`src/rtl/calc_controle_soma.sv`:
```
`default_nettype none
// ============================================================================
// calc_controle_soma : keypad sequencer driving the single-digit 4-bit adder
// Rev 1.0
// ============================================================================
module calc_controle_soma #(
  parameter int SETTLE_CYCLES = 2,
  parameter int CNT_W         = 4
) (
  input  logic       clk,
  input  logic       rst_n,
  input  logic       key_valid,
  input  logic [3:0] key_code,
  output logic       key_aceita,
  output logic [3:0] op_a,
  output logic [3:0] op_b,
  output logic       soma_en,
  input  logic [3:0] soma_s,
  output logic [3:0] disp,
  output logic       disp_valid,
  output logic       erro,
  output logic       ocupado
);

  typedef enum logic [2:0] {
    OCIOSO    = 3'd0,
    ENTRA_A   = 3'd1,
    ESPERA_OP = 3'd2,
    ENTRA_B   = 3'd3,
    CALCULA   = 3'd4,
    MOSTRA    = 3'd5,
    ERRO      = 3'd6
  } state_t;

  localparam logic [CNT_W-1:0] C_CNT_LAST = CNT_W'(SETTLE_CYCLES - 1);
  localparam logic [CNT_W-1:0] C_CNT_ONE  = CNT_W'(1);
  localparam logic [3:0]       C_KEY_MAIS  = 4'd10;
  localparam logic [3:0]       C_KEY_IGUAL = 4'd11;
  localparam logic [3:0]       C_KEY_LIMPA = 4'd12;

  state_t           state_q, state_d;
  logic [3:0]       op_a_q, op_a_d, op_b_q, op_b_d, disp_q, disp_d;
  logic             disp_valid_q, disp_valid_d, erro_q, erro_d;
  logic             ocupado_q, ocupado_d, soma_en_q, soma_en_d;
  logic             key_aceita_q, key_aceita_d;
  logic [CNT_W-1:0] cnt_q, cnt_d;

  logic       is_digit;
  logic [3:0] sum_a;
  logic [4:0] sum;
  logic       overflow;

  assign is_digit = (key_code <= 4'd9);
  // In MOSTRA the left operand of the pending sum is the displayed result.
  assign sum_a    = (state_q == MOSTRA) ? disp_q : op_a_q;
  assign sum      = {1'b0, sum_a} + {1'b0, op_b_q};
  assign overflow = sum[4];

  always_comb begin
    state_d      = state_q;
    op_a_d       = op_a_q;
    op_b_d       = op_b_q;
    disp_d       = disp_q;
    disp_valid_d = disp_valid_q;
    erro_d       = erro_q;
    ocupado_d    = ocupado_q;
    soma_en_d    = soma_en_q;
    key_aceita_d = 1'b0;
    cnt_d        = cnt_q;

    if (state_q == CALCULA) begin
      cnt_d = cnt_q + C_CNT_ONE;
      if (cnt_q == C_CNT_LAST) begin
        disp_d       = soma_s;
        disp_valid_d = 1'b1;
        soma_en_d    = 1'b0;
        ocupado_d    = 1'b0;
        state_d      = MOSTRA;
      end
    end else if (key_valid) begin
      if (key_code == C_KEY_LIMPA) begin
        state_d      = OCIOSO;
        op_a_d       = 4'd0;
        op_b_d       = 4'd0;
        disp_d       = 4'd0;
        disp_valid_d = 1'b0;
        erro_d       = 1'b0;
        ocupado_d    = 1'b0;
        soma_en_d    = 1'b0;
        cnt_d        = '0;
        key_aceita_d = 1'b1;
      end else begin
        case (state_q)
          OCIOSO, ENTRA_A: begin
            if (is_digit) begin
              op_a_d       = key_code;
              disp_d       = key_code;
              disp_valid_d = 1'b0;
              erro_d       = 1'b0;
              state_d      = ENTRA_A;
              key_aceita_d = 1'b1;
            end else if (key_code == C_KEY_MAIS && state_q == ENTRA_A) begin
              state_d      = ESPERA_OP;
              key_aceita_d = 1'b1;
            end
          end
          ESPERA_OP, ENTRA_B: begin
            if (is_digit) begin
              op_b_d       = key_code;
              disp_d       = key_code;
              disp_valid_d = 1'b0;
              state_d      = ENTRA_B;
              key_aceita_d = 1'b1;
            end else if (key_code == C_KEY_IGUAL && state_q == ENTRA_B) begin
              key_aceita_d = 1'b1;
              if (overflow) begin
                erro_d  = 1'b1;
                disp_d  = 4'd0;
                state_d = ERRO;
              end else begin
                soma_en_d = 1'b1;
                ocupado_d = 1'b1;
                cnt_d     = '0;
                state_d   = CALCULA;
              end
            end
          end
          MOSTRA: begin
            key_aceita_d = is_digit || key_code == C_KEY_MAIS || key_code == C_KEY_IGUAL;
            if (is_digit) begin
              op_a_d       = key_code;
              op_b_d       = 4'd0;
              disp_d       = key_code;
              disp_valid_d = 1'b0;
              state_d      = ENTRA_A;
            end else if (key_code == C_KEY_MAIS && disp_q <= 4'd9) begin
              op_a_d  = disp_q;
              state_d = ESPERA_OP;
            end else if ((key_code == C_KEY_MAIS) ||
                         (key_code == C_KEY_IGUAL && overflow)) begin
              // Error entry blanks the display so a stale result is never shown as valid.
              erro_d       = 1'b1;
              disp_d       = 4'd0;
              disp_valid_d = 1'b0;
              state_d      = ERRO;
            end else if (key_code == C_KEY_IGUAL) begin
              op_a_d    = disp_q;
              soma_en_d = 1'b1;
              ocupado_d = 1'b1;
              cnt_d     = '0;
              state_d   = CALCULA;
            end
          end
          default: ;
        endcase
      end
    end
  end

  always_ff @(posedge clk or negedge rst_n) begin
    if (!rst_n) begin
      state_q      <= OCIOSO;
      op_a_q       <= 4'd0;
      op_b_q       <= 4'd0;
      disp_q       <= 4'd0;
      disp_valid_q <= 1'b0;
      erro_q       <= 1'b0;
      ocupado_q    <= 1'b0;
      soma_en_q    <= 1'b0;
      key_aceita_q <= 1'b0;
      cnt_q        <= '0;
    end else begin
      state_q      <= state_d;
      op_a_q       <= op_a_d;
      op_b_q       <= op_b_d;
      disp_q       <= disp_d;
      disp_valid_q <= disp_valid_d;
      erro_q       <= erro_d;
      ocupado_q    <= ocupado_d;
      soma_en_q    <= soma_en_d;
      key_aceita_q <= key_aceita_d;
      cnt_q        <= cnt_d;
    end
  end

  assign key_aceita = key_aceita_q;
  assign op_a       = op_a_q;
  assign op_b       = op_b_q;
  assign soma_en    = soma_en_q;
  assign disp       = disp_q;
  assign disp_valid = disp_valid_q;
  assign erro       = erro_q;
  assign ocupado    = ocupado_q;

endmodule
`default_nettype wire

```
`config.mk`:
```
export PLATFORM = sky130hd
export DESIGN_NAME = calc_controle_soma
export DESIGN_NICKNAME = d
export VERILOG_FILES = /design/src/rtl/calc_controle_soma.sv
export SDC_FILE = /design/constraint.sdc
export NUM_CORES = 1
export LEC_CHECK = 0
export ABC_CLOCK_PERIOD_IN_PS = 6600
export BUFFER_PORTS_ARGS = -buffer_cell sky130_fd_sc_hd__buf_2
export CORE_MARGIN = 2
export CORE_UTILIZATION = 45
export CTS_CLUSTER_DIAMETER = 40
export DETAILED_ROUTE_END_ITERATION = 8
export PLACE_DENSITY_LB_ADDON = 0.12
export SYNTH_ARGS = -nofsm -noshare
export SYNTH_HDL_FRONTEND = slang
export SYNTH_SLANG_ARGS = --single-unit
export TNS_END_PERCENT = 1
```
`constraint.sdc`:
```
create_clock -name clk -period 6.6 [get_ports clk]
set_input_delay 0.33 -clock clk [delete_from_list [all_inputs] [get_ports clk]]
set_output_delay 0.33 -clock clk [all_outputs]
set_load 0.03 [all_outputs]
```
### After elaboration in Yosys (flattened, before gate mapping)

Index checks and enable logic that the tools add are counted.

* register bits after elaboration: 23
* input port bits: 11
* output and inout port bits: 17
* word-level logic and storage cells: 160

* add/sub/neg operators: 2
* order comparisons: 2
* equality and inequality tests: 36
* muxes and demuxes: 84
* bitwise logic cells: 1
* reduce and logical (&&, ||, !) cells: 26

Operators by type and width (count)
* $mux 4: 29
* $mux 3: 12
* $mux 1: 33
* $ne 5x5->1 const B: 5
* $ne 4x4->1 const B: 6
* $pmux 4 s2: 3
* $reduce_and 10->1: 2
* $ne 3x3->1 const B: 6
* $reduce_and 6->1: 3
* $eq 4x4->1 const B: 3
* $pmux 4 s3: 1
* $reduce_bool 4->1: 3
* $ne 5x2->1 const B: 2
* $pmux 3 s3: 1
* $reduce_and 9->1: 1
* $le 4x4->1 const B: 2
* $ne 4x1->1 const B: 2
* $reduce_and 8->1: 1
* $ne 7x2->1 const B: 1
* $eq 3x2->1 const B: 2
* $eq 3x3->1 const B: 2
* $ne 3x2->1 const B: 2
* $pmux 1 s3: 2
* $reduce_bool 3->1: 2
* 18 further kinds: 25

### Longest topological paths before layout

Gate-level depths: netlist of the first run.

* depth in word-level cells: 12
* gate-level depth with buffers: 12

### Worst setup path after synthesis of the first run

OpenSTA, ideal clock, no wires.

* path type: register to register
* start point: register state_q[1]
* end point: register op_a_q[0], in the netlist op_a[0]
* setup time: 0.125 ns
* arrival time: 2.607 ns
* data required time: 6.475 ns
* slack: 3.868 ns
* stages on the path, launching flop included: 13
* path buffers: 2
* period minus slack after synthesis: 2.732 ns
* cells stage by stage: dfrtp_1 > buf_2 > nand3b_4 > clkbuf_1 > nand2_1 > nand2_1 > ha_1 > a21o_1 > a21oi_1 > o21a_2 > nand3_1 > a31oi_1 > mux2_2

* longest elaborated chain between the ends: 7

Ends and longest elaborated chain
* start, declared: RTL line 41 `state_t state_q, state_d;`
* start signal, assigned: RTL line 173 `state_q <= state_d;`
* $eq 3x3->1: RTL line 55, 93
* $mux 4: RTL line 55 `assign sum_a = (state_q == MOSTRA) ? disp_q : op_a_q;`
* $add 4x4->5: RTL line 56 `assign sum = {1'b0, sum_a} + {1'b0, op_b_q};`
* $logic_and 1x1->1: RTL line 140 `(key_code == C_KEY_IGUAL && overflow)) begin`
* $logic_or 1x1->1: RTL line 139 `end else if ((key_code == C_KEY_MAIS) ||`
* $ne 5x5->1 (no source line)
* $reduce_and 6->1 (no source line)
* end signal, assigned: RTL line 174 `op_a_q <= op_a_d;`
* end, declared: RTL line 42 `logic [3:0] op_a_q, op_a_d, op_b_q, op_b_d, disp_q, disp_d;`

Parallel ways exist; a longest one is shown, timed or not.
A chain may end at the register's enable or synchronous reset.

### Final worst setup path of the first run

* start point: register state_q[1]
* end point: register op_a_q[3], in the netlist op_a[3]

Same word-level chain as after synthesis.

==> flow_summary.yaml, run 1 <==
sta:
  setup-violations-final: 0
  tightest_slew_ns: 0.881
  skew_ns: 0.00194
  hold_viol: 0
  final.setup.tns_ns: 0
  finalCritPeriodShare_pct: 47.3
  rsz0062_at_grt: "false"
  finalMaxSlewViolations: 0
  min_period_ns: 3.12
  hold_ws_ns: 0.0373
  relSlewSlack_pct: 41.1
  fmax_ghz: 0.321
worst_setup_path:
  cpMaxStageDelayCell: "dfrtp_1"
  crit_chain: "and3b_1 -> nand2_1 -> nand2_1 -> ha_1 -> a21o_1 -> a21oi_1 -> o21a_2 -> nand3_1 -> a31oi_1 -> mux2_2"
  worstPathRequired_ns: 6.76
  cp-start-kind: "flop"
  path_delay_family: "compound AO/OA/AOI/OAI gates"
  end_kind: "flop"
  path_common_cell: "nand2_1"
  crit_fanout: 21
  r2r_setup_slack_ns: 3.48
  critPathBufInv: 0
  arrival_ns: 3.28
  crit_type: "flop to flop"
  cp_slowest_stage_delay_ns: 0.71
logic_synthesis:
  yosysTopAreaCell: "dfrtp_1"
  yosys_warnings: 0
  ys_seq_elements: 23
  synthCells: 198
  synth_common_cells: "32 x nand2_1, 23 x dfrtp_1, 15 x a21oi_1, 14 x o21ai_0, 10 x nor2_1"
  muxShareOfSynthArea_pct: 6.45
  yosysMostFrequentCell: "nand2_1"
  synthSimpleGateAreaFrac_pct: 23.9
  synthXorXnorAreaFrac_pct: 1.03
  synthDistinctLibCells: 58
  avgSynthCellArea_um2: 8.62
  ys_seq_area_share_pct: 33.7
  synth_compound_area_share_pct: 25.7
  async_flop_share_pct: 100
  synth_top_area_share_pct: 33.7
  synth_edf_count: 0
  synthAdderAreaFrac_pct: 3.67
  synthTopCellsByArea: "dfrtp_1 34%, nand2_1 7.0%, a21oi_1 4.4%"
  synth_area_mm2: 0.00171
  synth_top_family_by_area: "compound AO/OA/AOI/OAI gates"
  synth-main-ff-cell: "dfrtp_1"
  synth_nets: 214
clock_network:
  ctsHoldBuffers: 0
  clk_latency_ns: 0.27
  cts_max_level: 1
  cts-resized-gates: 0
  cts_max_path_buffers: 2
  clk_pin_slew_ns: 0.08
  cts_tree: "done"
  cts_buffers: 3
  post_cts_buffers: 0
  cts_root_buffer: "clkbuf_8"
  cts_sinks: 23
global_routing:
  grt_first_pass_wirelength_um: 7230
  antenna_found_initial: 0
  overflow: 0
  track_usage_pct: 22.3
  grt_max_degree: 24
  grt_pass1_vias: 1412
cells_and_area:
  diodes: 0
  nNetsFinal: 231
  area_delta_synth_final_pct: 9.46
  drive_gt1_share_pct: 21.0
outcome:
  outcome: "completed"
die:
  dieHeight_um: 65.6
  core_mm2: 0.00366
  die_area_mm2: 0.00430
  ioPinCount: 28
  fp.dieW_um: 65.6
  initial_core_util_pct: 46.6
  rows: 22
power_and_ir_drop:
  p_sw_mw: 0.404
  pwr-share-clk_pct: 11.2
  power_leakage_nw: 0.893
  power_frac_comb_pct: 54.5
  switching_share_pct: 49.5
  pwr_density_cell_mw_per_mm2: 437
  ir_drop_v: 0.000206
  internal_power_mw: 0.413
  p_seq_share_pct: 34.3
flow_run:
  drv_cap: 0
routing:
  ant_nets: 0
  drt_wl_total_um: 4330
  dr.pass1.iters: 4
  post-route-drc-count: 0
  first_iter_violations: 144
  wl_per_cell_um: 16.5
  drt-vias-per-instance: 5.87
  vias: 1539
placed_design:
  io_buffers: 27
  dp_hpwl_um: 3170
  routabilityCongestion: 0.902
hold_path:
  worstHoldPathType: "input port to async pin"
-- cells by family (layout without fill, tap and decap cells) --
family,count (synthesis),in the layout
multiplexers,10,10
AND/OR/NAND/NOR,76,76
flip-flops,23,23
XOR/XNOR,2,2
adder cells (fa/ha/maj),5,5
buffers and inverters,19,35
AO/OA/AOI/OAI,63,63
-- layout by cell type, fill, tap and decap left out, types with 2 or more instances in the layout --
cell,count
nand2_1,32
buf_2,27
dfrtp_1,23
a21oi_1,15
o21ai_0,14
nor2_1,10
nand3_1,8
a21o_1,5
mux2_2,5
ha_1,5
inv_1,4
nand2b_1,3
nor3_1,3
mux2_1,3
clkbuf_8,3
and3b_1,2
xnor2_1,2
and2b_1,2
a22o_1,2
nor3b_1,2
and3_1,2
mux2i_1,2
nand3b_1,2
o31ai_1,2
a31oi_1,2
a32o_1,2
a221oi_1,2
-- power by group through the flow --
stage          logic [mW]  clock network [mW]  registers (mW)
2_1_floorplan       0.284                   0           0.336
3_3_place_gp        0.441                   0           0.280
3_5_place_dp        0.446                   0           0.283
4_1_cts             0.448              0.0938           0.281
5_1_grt             0.491              0.0996           0.294
6_report            0.445              0.0913           0.281
-- routing by layer --
metal	track usage [%]	vias up	wire, µm	share of wire, %
met5	0	-	0	0
met4	8.33	0	57	1.3
met3	3.08	4	168	3.9
met2	33.0	37	1950	45
met1	32.8	743	2150	50
li1	-	755	-	-
-- stage by stage --
step / power [mW] / instances / setup slack, ns / util [%] / area [µm²]
global route: 0.885 / 262 / 3.24 / 51.0 / 1870
global placement: 0.720 / 258 / 3.61 / 49.8 / 1820
floorplan: 0.620 / 198 / 3.87 / - / 1710
finish: 0.817 / 262 / 3.48 / 51.0 / 1870
CTS: 0.823 / 262 / 3.51 / 51.0 / 1870
detailed placement: 0.730 / 258 / 3.53 / 49.8 / 1820
-- flip-flops by register name, summed over array words and instances, names as in the netlist, 3 cells and up --
register,count
state_q,3
disp,4
op_a,4
cnt_q,4
op_b,4
-- final timing paths --
kind,startpoint,to,cells after the start
worst max-delay path,state_q[1]$_DFFE_PN0P_,op_a[3]$_DFFE_PN0P_,10
worst min-delay path,rst_n,state_q[2]$_DFFE_PN0P_,1
worst max register to register,state_q[1]$_DFFE_PN0P_,op_a[3]$_DFFE_PN0P_,10
worst min register to register,disp_valid$_DFFE_PN0P_,disp_valid$_DFFE_PN0P_,1
max in group asynchronous,rst_n,disp[0]$_DFFE_PN0P_,1
min in group clk,key_valid,key_aceita$_DFF_PN0_,2
-- cell type report --
type	count	area, µm²
fillers	354	1790
multi-input cells	156	1040
flip-flops and latches	23	576
repair buffers	27	135
well taps	48	60.1
clock buffers	4	45.0
inverters	4	15.0
No activity file was read; power rests on OpenSTA's default activity.
==> run 2: changes to the inputs <==
--- a/config.mk
+++ b/config.mk
@@ -5,7 +5,7 @@
 export SDC_FILE = /design/constraint.sdc
 export NUM_CORES = 1
 export LEC_CHECK = 0
-export ABC_CLOCK_PERIOD_IN_PS = 6600
+export ABC_CLOCK_PERIOD_IN_PS = 2900
 export BUFFER_PORTS_ARGS = -buffer_cell sky130_fd_sc_hd__buf_2
 export CORE_MARGIN = 2
 export CORE_UTILIZATION = 45
==> constraint.sdc (replaced) <==
create_clock -name clk -period 2.9 [get_ports clk]
set_input_delay 0.145 -clock clk [delete_from_list [all_inputs] [get_ports clk]]
set_output_delay 0.145 -clock clk [all_outputs]
set_load 0.03 [all_outputs]
==> run 2 against run 1 <==
Net effect: core utilization rose by 1.9 points; worst setup slack got worse by 3.2 ns; non-clock buffer count rose by 8; largest cell class unchanged; register-to-register slack got worse by 3.2 ns; critical path type unchanged; combinational power rose to 2.6 times the previous value.
==> flow_summary.yaml, run 2 (synthesis gave the netlist of run 1 again) <==
clock_network:
  cts_tree: "done"
  cts_max_level: 1
  cts_buffers: 3
  clk_pin_slew_ns: 0.09
  clk_latency_ns: 0.27
  cts_root_buffer: "clkbuf_8"
  cts_max_path_buffers: 2
  cts_sinks: 23
die:
  dieHeight_um: 65.6
  rows: 22
  initial_core_util_pct: 46.6
  fp.dieW_um: 65.6
  die_area_mm2: 0.00430
  core_mm2: 0.00366
  ioPinCount: 28
worst_setup_path:
  cpMaxStageDelayCell: "dfrtp_1"
  cp_slowest_stage_delay_ns: 0.48
  arrival_ns: 2.80
  path_common_cell: "nand2_1"
  crit_chain: "and3b_1 -> nand2_1 -> nand2_1 -> ha_1 -> a21o_1 -> a21oi_1 -> o21a_2 -> nand3_1 -> a31oi_2 -> mux2_2"
  critPathBufInv: 0
  rr_startpoint: "state_q[2]$_DFFE_PN0P_"
  critPathLaunch: "state_q[2]$_DFFE_PN0P_"
  cp-start-kind: "flop"
  end_kind: "flop"
  path_delay_family: "compound AO/OA/AOI/OAI gates"
  crit_fanout: 7
  worstPathRequired_ns: 3.07
  crit_type: "flop to flop"
global_routing:
  grt_pass1_vias: 1476
  grt_max_degree: 24
  use_met1_pct: 31.5
  overflow: 0
  grt_first_pass_wirelength_um: 7250
  antenna_found_initial: 0
  met2_usage_pct: 36.4
  busiest_layer: "met2"
  track_usage_pct: 22.2
  use_met3_pct: 2.57
cells_and_area:
  layout_commonest_cell: "nand2_1"
  nFillCells: 365
  finalNonFillerCells: 270
  diodes: 0
  drive_gt1_share_pct: 24.3
  finalInstanceArea_mm2: 0.00194
  nNetsFinal: 239
  layout_common_cells: "32 x nand2_1, 27 x buf_2, 23 x dfrtp_1"
  area_delta_synth_final_pct: 13.6
  utilization_pct: 52.9
sta:
  tightest_slew_ns: 0.577
  skew_ns: 0.00308
  rsz0062_at_grt: "false"
  setup-violations-final: 0
  finalMaxSlewViolations: 0
  hold_ws_ns: 0.173
  fin_ws_ns: 0.267
  relSlewSlack_pct: 61.2
  final.setup.tns_ns: 0
  fmax_ghz: 0.380
  min_period_ns: 2.63
  hold_viol: 0
  finalCritPeriodShare_pct: 90.8
routing:
  first_iter_violations: 117
  vias: 1620
  post-route-drc-count: 0
  drt_wl_total_um: 4550
  wl_per_cell_um: 16.9
  ant_nets: 0
  dr.pass1.iters: 4
  drt-vias-per-instance: 6.00
placed_design:
  place_area_mm2: 0.00188
  pre_cts_ws_ns: 0.237
  dp.cells: 265
  io_buffers: 27
  dp_hpwl_um: 3300
  routabilityCongestion: 0.908
power_and_ir_drop:
  power_leakage_nw: 0.934
  pwr_density_cell_mw_per_mm2: 1010
  ir_drop_v: 0.000503
  total_power_mw: 1.96
hold_path:
  min_from: "key_valid"
  worstHoldPathType: "input port to flop"
outcome:
  outcome: "completed"
flow_run:
  drv_cap: 0
-- run 2: what timing repair did --
item                                    in CTS  in global routing
hold buffers                                 1                  0
resized for setup                            0                  1
endpoints found under the setup margin       0                  4
buffers inserted                             0                  0
hold endpoints to repair                    23                  0
-- run 2: area by class of cell --
cell class              count  area (µm²)  area share, %
clock buffers               3        41.3           2.13
clock inverters             1        5.00          0.258
inverters                   4        15.0          0.775
multi-input cells         156        1040           53.8
flip-flops and latches     23         576           29.7
well taps                  48        60.1           3.10
repair buffers             35         198           10.2
-- run 2: metal layers --
metal | share of wire (%) | vias up
li1 | - | 767
met2 | 47 | 74
met4 | 0.70 | 0
met1 | 45 | 775
met5 | 0 | -
met3 | 7.3 | 4
-- run 2: where the power goes --
part / internal [mW] / switching [mW] / total, mW
combinational: 0.443 / 0.703 / 1.15
clock: 0.0964 / 0.120 / 0.217
sequential: 0.454 / 0.139 / 0.594
-- run 2: final timing paths --
kind	cells past startpoint	slack (ns)	end
max	10	0.27	op_a[0]$_DFFE_PN0P_
min	2	0.17	key_aceita$_DFF_PN0_
max reg2reg	10	0.27	op_a[0]$_DFFE_PN0P_
min reg2reg	1	0.48	disp_valid$_DFFE_PN0P_
max in group asynchronous	2	2.14	op_b[3]$_DFFE_PN0P_
min in group asynchronous	2	0.38	key_aceita$_DFF_PN0_
-- run 2: worst register-to-register path, cell delays in order (launching register included) --
cell     delay [ns]
dfrtp_1        0.48
and3b_1        0.27
nand2_1        0.08
nand2_1        0.05
ha_1           0.29
a21o_1         0.18
a21oi_1        0.19
o21a_2         0.17
nand3_1        0.09
a31oi_2        0.33
mux2_2         0.38
